<file path="src/rtl/common.sv">
// rtl/common.sv - shared UART transmitter types and parity constants
package common;

  typedef enum logic [2:0] {
    IDLE,
    START,
    DATA,
    PARITY,
    STOP
  } uart_tx_st_t;

  localparam logic [1:0] PAR_NONE = 2'd0;
  localparam logic [1:0] PAR_EVEN = 2'd1;
  localparam logic [1:0] PAR_ODD  = 2'd2;

  function automatic logic parity_on(input logic [1:0] mode);
    return (mode == PAR_EVEN) || (mode == PAR_ODD);
  endfunction

endpackage

</file>
<file path="src/rtl/uart_baud_cnt.sv">
// rtl/uart_baud_cnt.sv - clocks-per-bit counter, pulses bit_end on the last cycle of a bit
module uart_baud_cnt #(
  parameter int DIV_W = 16
) (
  input  logic             clk,
  input  logic             rst_n,
  input  logic             load,
  input  logic [DIV_W-1:0] div_m1,
  output logic             bit_end
);

  logic [DIV_W-1:0] cnt;

  // Compare against the latched div-1 so the count never has to wrap
  assign bit_end = !load && (cnt == div_m1);

  always_ff @(posedge clk) begin
    if (!rst_n || load || bit_end) begin
      cnt <= '0;
    end else begin
      cnt <= cnt + DIV_W'(1);
    end
  end

endmodule

</file>
<file path="src/rtl/uart_tx.sv">
// rtl/uart_tx.sv - UART transmitter draining a show-ahead egress FIFO onto txd, LSB first
module uart_tx
  import common::*;
#(
  parameter int DATA_BITS = 8,
  parameter int DIV_W     = 16
) (
  input  logic                 clk,
  input  logic                 rst_n,
  input  logic [DATA_BITS-1:0] eg_data,
  input  logic                 eg_empty,
  output logic                 eg_rd_en,
  input  logic [DIV_W-1:0]     cfg_div,
  input  logic [1:0]           cfg_parity,
  input  logic                 cfg_stop2,
  input  logic                 cfg_break,
  output logic                 txd,
  output logic                 active,
  output logic                 done
);

  localparam logic [3:0] LAST_IDX = 4'(DATA_BITS - 1);

  uart_tx_st_t          state, state_nx;
  logic [DATA_BITS-1:0] shreg;
  logic [DIV_W-1:0]     div_m1;
  logic [3:0]           bit_idx;
  logic                 par_en_q, par_bit, stop2_q, stop_second;
  logic                 bit_end, pop, frame_end, done_q;

  assign pop      = rst_n && (state == IDLE) && !eg_empty && !cfg_break;
  assign eg_rd_en = pop;
  assign active   = (state != IDLE);
  assign done     = done_q;

  uart_baud_cnt #(.DIV_W(DIV_W)) u_baud (
    .clk     (clk),
    .rst_n   (rst_n),
    .load    (state == IDLE),
    .div_m1  (div_m1),
    .bit_end (bit_end)
  );

  always_ff @(posedge clk) begin
    if (!rst_n) begin
      state <= IDLE;
    end else begin
      state <= state_nx;
    end
  end

  always_comb begin
    state_nx  = state;
    txd       = 1'b1;
    frame_end = 1'b0;
    case (state)
      IDLE: begin
        txd = !cfg_break;
        if (pop) state_nx = START;
      end
      START: begin
        txd = 1'b0;
        if (bit_end) state_nx = DATA;
      end
      DATA: begin
        txd = shreg[0];
        if (bit_end && (bit_idx == LAST_IDX)) state_nx = par_en_q ? PARITY : STOP;
      end
      PARITY: begin
        txd = par_bit;
        if (bit_end) state_nx = STOP;
      end
      STOP: begin
        txd = 1'b1;
        if (bit_end && (!stop2_q || stop_second)) begin
          state_nx  = IDLE;
          frame_end = 1'b1;
        end
      end
      default: state_nx = IDLE;
    endcase
  end

  // Frame settings are captured at the pop so mid-frame config changes are ignored
  always_ff @(posedge clk) begin
    if (!rst_n) begin
      shreg       <= '0;
      div_m1      <= '0;
      bit_idx     <= '0;
      par_en_q    <= 1'b0;
      par_bit     <= 1'b0;
      stop2_q     <= 1'b0;
      stop_second <= 1'b0;
      done_q      <= 1'b0;
    end else begin
      done_q <= frame_end;
      if (pop) begin
        shreg       <= eg_data;
        div_m1      <= (cfg_div == '0) ? '0 : cfg_div - DIV_W'(1);
        bit_idx     <= '0;
        par_en_q    <= parity_on(cfg_parity);
        par_bit     <= (^eg_data) ^ (cfg_parity == PAR_ODD);
        stop2_q     <= cfg_stop2;
        stop_second <= 1'b0;
      end else if (bit_end) begin
        if (state == DATA) begin
          shreg   <= shreg >> 1;
          bit_idx <= bit_idx + 4'd1;
        end
        if (state == STOP) stop_second <= 1'b1;
      end
    end
  end

endmodule

</file>
<file path="config.mk">
export PLATFORM = sky130hd
export DESIGN_NAME = uart_tx
export DESIGN_NICKNAME = d
export VERILOG_FILES = /design/src/rtl/common.sv /design/src/rtl/uart_baud_cnt.sv /design/src/rtl/uart_tx.sv
export SDC_FILE = /design/constraint.sdc
export NUM_CORES = 1
export LEC_CHECK = 0
export ABC_AREA = 1
export CORE_MARGIN = 4
export CORE_UTILIZATION = 40
export CTS_CLUSTER_SIZE = 24
export DETAILED_ROUTE_END_ITERATION = 16
export DONT_BUFFER_PORTS = 1
export SYNTH_ARGS = -nofsm -noshare
export SYNTH_HDL_FRONTEND = slang
export SYNTH_SLANG_ARGS = --single-unit
</file>
<file path="constraint.sdc">
create_clock -name clk -period 1.9 [get_ports clk]
set_input_delay 0.095 -clock clk [delete_from_list [all_inputs] [get_ports clk]]
set_output_delay 0.095 -clock clk [all_outputs]
set_load 0.005 [all_outputs]
</file>
==> out/results.txt <==
final-report hold violation count: 0
ratio of cells with drive above 1 in the final layout: 11.4%
cell seen most often among critical-path stages: nor3_2
routed wire length: 6.44 mm
CP endpoint kind: flop
GR Util met1: 19.6%
Final GP Congestion: 0.825
CTS tree: built
Final Cell Area: 3320 sq um
Hold Startpoint: cfg_div[8]
Post-synth EDFFs: 0
slowest stage delay, CP: 370 ps
DRC violations left: 0
Netlist cell types: 34
cell chain of the critical path: inv_1 > nor3_1 > nand2_1 > nor3_2 > nand3_2 > nor3_2 > xor2_1 > nor2_1
reg2reg path depth: 8
Tcrit/Tclk final: 90.2%
Buffers & Inverters on Critical Path: 1
Post-Syn Nets: 450
r2r setup slk: 190 ps
ys async rst share: 0%
Reg clk slew, reported paths: 90 ps
Int Pwr: 0.00192 W
Die W: 92.3 um
outcome: finished clean
met3 usage: 3.09%
Post-CTS Setup Repair Bufs: 0
clock share of power: 25.7%
Endpoint, Worst Hold: div_m1[8]
total CTS buffers: 5
DRT antenna net count: 0
register share of total power: 44.4%
f_max: 583 MHz
post-route setup slack: 186 ps
I/O pins: 35
Root Buffer: clkbuf_8
RR Startpoint: u_baud.cnt[2]
router iterations before antenna repair: 6
Finish-stage setup viols: 0
crit-path max FO: 5
later-pin clock latency in the skew report: 300 ps
Slowest cell on crit path: dfxtp_1
Synth area leader: dfxtp_1
CTS Sinks: 52
maximum number of pins on one net before global-route repair: 18
Switching Fraction: 33.4%
R2R Path End: u_baud.cnt[13]
#FFs+latches synth: 52
Longest Clk Path Bufs: 2
Synth Flop Type: dfxtp_1
pre-CTS setup slack: 39.1 ps
top cells by area, synth: dfxtp_1 (37%), nand2_1 (14%), inv_1 (6.9%), nor2_1 (6.6%), xor2_1 (4.6%)
Syn Area/Cell: 6.87 sq um
Gate Count Post-Synth: 414
RSZ-0062 raised after global routing: true
Avg Vias per Cell: 4.73
hpwl dp: 4.86 mm
Layout Nets: 474
actual slew at the worst max-slew pin: 405 ps
synthesized area: 2840 sq um
critical path start-end classification: flop to flop
diode count: 0
vias in the first global route: 2460
Worst Clk Skew: 8.92 ps
htree depth: 2
delay-heaviest family, CP: simple AND/OR/NAND/NOR gates
M2 GR Usage: 26.5%
Starting Density: 41.6%
initial DRC count: 95
WL per Instance: 12.0 um
Final min period: 1710 ps
Die ar.: 8520 sq um
CP Launch Type: flop
die height: 92.3 um
GRT Max-Usage Layer: met2
crit path DAT: 1910 ps
Sw Pwr: 0.000963 W
setup_tns: 0 ps
core box area: 6830 sq um
worst hold path class: input port to flop
sequential fraction of the synthesis area: 36.6%
WHS Path Cells: 3
GRT overflow: 0
Synth-to-Final Area Change: 16.7%
initial antenna violation count: 0
combinational share of power: 29.8%
area share of the largest cell type after synthesis: 36.6%
number of max-cap violations: 0
vias post-DR: 2532
peak supply drop: 0.481 mV
All-Layer GR Usage: 15.8%
final hold slack: 3.82 ps
Max-Slew Margin vs Limit: 72.7%
row count: 30
pwr dens: 869 nW/um^2
# port buffers: 0
Ys Warns: 0
global-route wire length before repair: 10.8 mm
Leak: 1.26 nW
Required @ worst endpoint: 2100 ps
Final Slew Violations: 0
Post-DP Area: 2970 sq um
==> sequential cells by signal, summed over array words and instances (netlist names) <==
register     flops
div_m1          16
u_baud.cnt      16
shreg            8
bit_idx          4
state            3
done             1
par_bit          1
par_en_q         1
stop2_q          1
stop_second      1
==> Yosys cell counts, types with 3 or more instances <==
cell type  count
nor2_1        50
xnor2_1       10
inv_1         52
o21ai_0       17
a21oi_1       23
xor2_1        15
nand4_1        5
nand3_1       19
inv_2          7
nor3_2         5
nand2_1      108
ha_1           5
o21ai_1        3
nor3_1         9
o22ai_1       11
dfxtp_1       52
==> power by group through the flow <==
stage / registers, W / logic (W) / clock network [W]
floorplan: 0.00129 / 0.000636 / 0
global route: 0.00130 / 0.000973 / 0.000808
global placement: 0.00130 / 0.000796 / 0
detailed placement: 0.00130 / 0.000805 / 0
finish: 0.00128 / 0.000860 / 0.000742
CTS: 0.00128 / 0.000838 / 0.000768
==> cell type report <==
cell class,count,area (sq um)
Inverter,61,231
Clock buffer,6,72.6
Clock inverter,2,35.0
Tap cell,96,120
Timing Repair Buffer,23,228
Fill cell,722,3510
Sequential cell,52,1050
Multi-Input combinational cell,295,1580
==> worst max-delay path by stage <==
stage               slack, ps           from        endpoint  cells past startpoint
global route              -10  u_baud.cnt[1]  u_baud.cnt[12]                     10
global placement           80  u_baud.cnt[0]  u_baud.cnt[12]                     10
detailed placement         40  u_baud.cnt[0]  u_baud.cnt[12]                     10
finish                    190  u_baud.cnt[2]  u_baud.cnt[13]                      8
floorplan                 260  u_baud.cnt[0]  u_baud.cnt[12]                     10
CTS                        30  u_baud.cnt[0]  u_baud.cnt[12]                     10
==> timing repair <==
action,4_1_cts,5_1_grt
endpoints found under the setup margin,0,15
hold endpoints to repair,18,0
hold buffers,17,0
gates resized for setup,0,20
==> routing by layer <==
metal | vias up | part of all wire (%)
li1 | 1362 | -
met1 | 1117 | 47
met2 | 41 | 47
met3 | 12 | 4.0
met4 | 0 | 2.2
met5 | - | 0
==> stage by stage <==
stage          total power, W  util, %  cells
2_1_floorplan         0.00192        -    414
3_3_place_gp          0.00210     43.5    510
3_5_place_dp          0.00211     43.5    510
4_1_cts               0.00289     47.6    535
5_1_grt               0.00308     48.6    535
6_report              0.00288     48.6    535
==> cells by family (layout without fill, tap and decap cells) <==
| kind of cell | after synthesis | after routing | share of synthesized area (%) |
|---|---|---|---|
| adders and majority gates | 5 | 5 | 2.20 |
| xor gates and xnor gates | 25 | 25 | 7.70 |
| and+or+nand+nor | 206 | 206 | 31.7 |
| buffers and inverters | 67 | 92 | 9.82 |
| AOI/OAI and AO/OA | 59 | 59 | 11.9 |
| DFF | 52 | 52 | 36.6 |
==> worst min-delay path, delay by kind of cell <==
kind | cells | cell delay (ps)
xor+xnor | 1 | 50
simple gates | 1 | 60
compound gates | 1 | 60
==> cell usage in the layout, fill, tap and decap left out, types with 6 or more instances in the layout <==
cell / n
nand3_1: 17
o22ai_1: 11
xnor2_1: 10
dfxtp_1: 46
nor2_1: 47
dfxtp_2: 6
xor2_1: 15
nor3_1: 8
inv_1: 52
dlygate4sd3_1: 17
o21ai_0: 17
a21oi_1: 22
nor3_2: 6
inv_2: 7
nand2_1: 106
(Power assumes the default switching activity.)
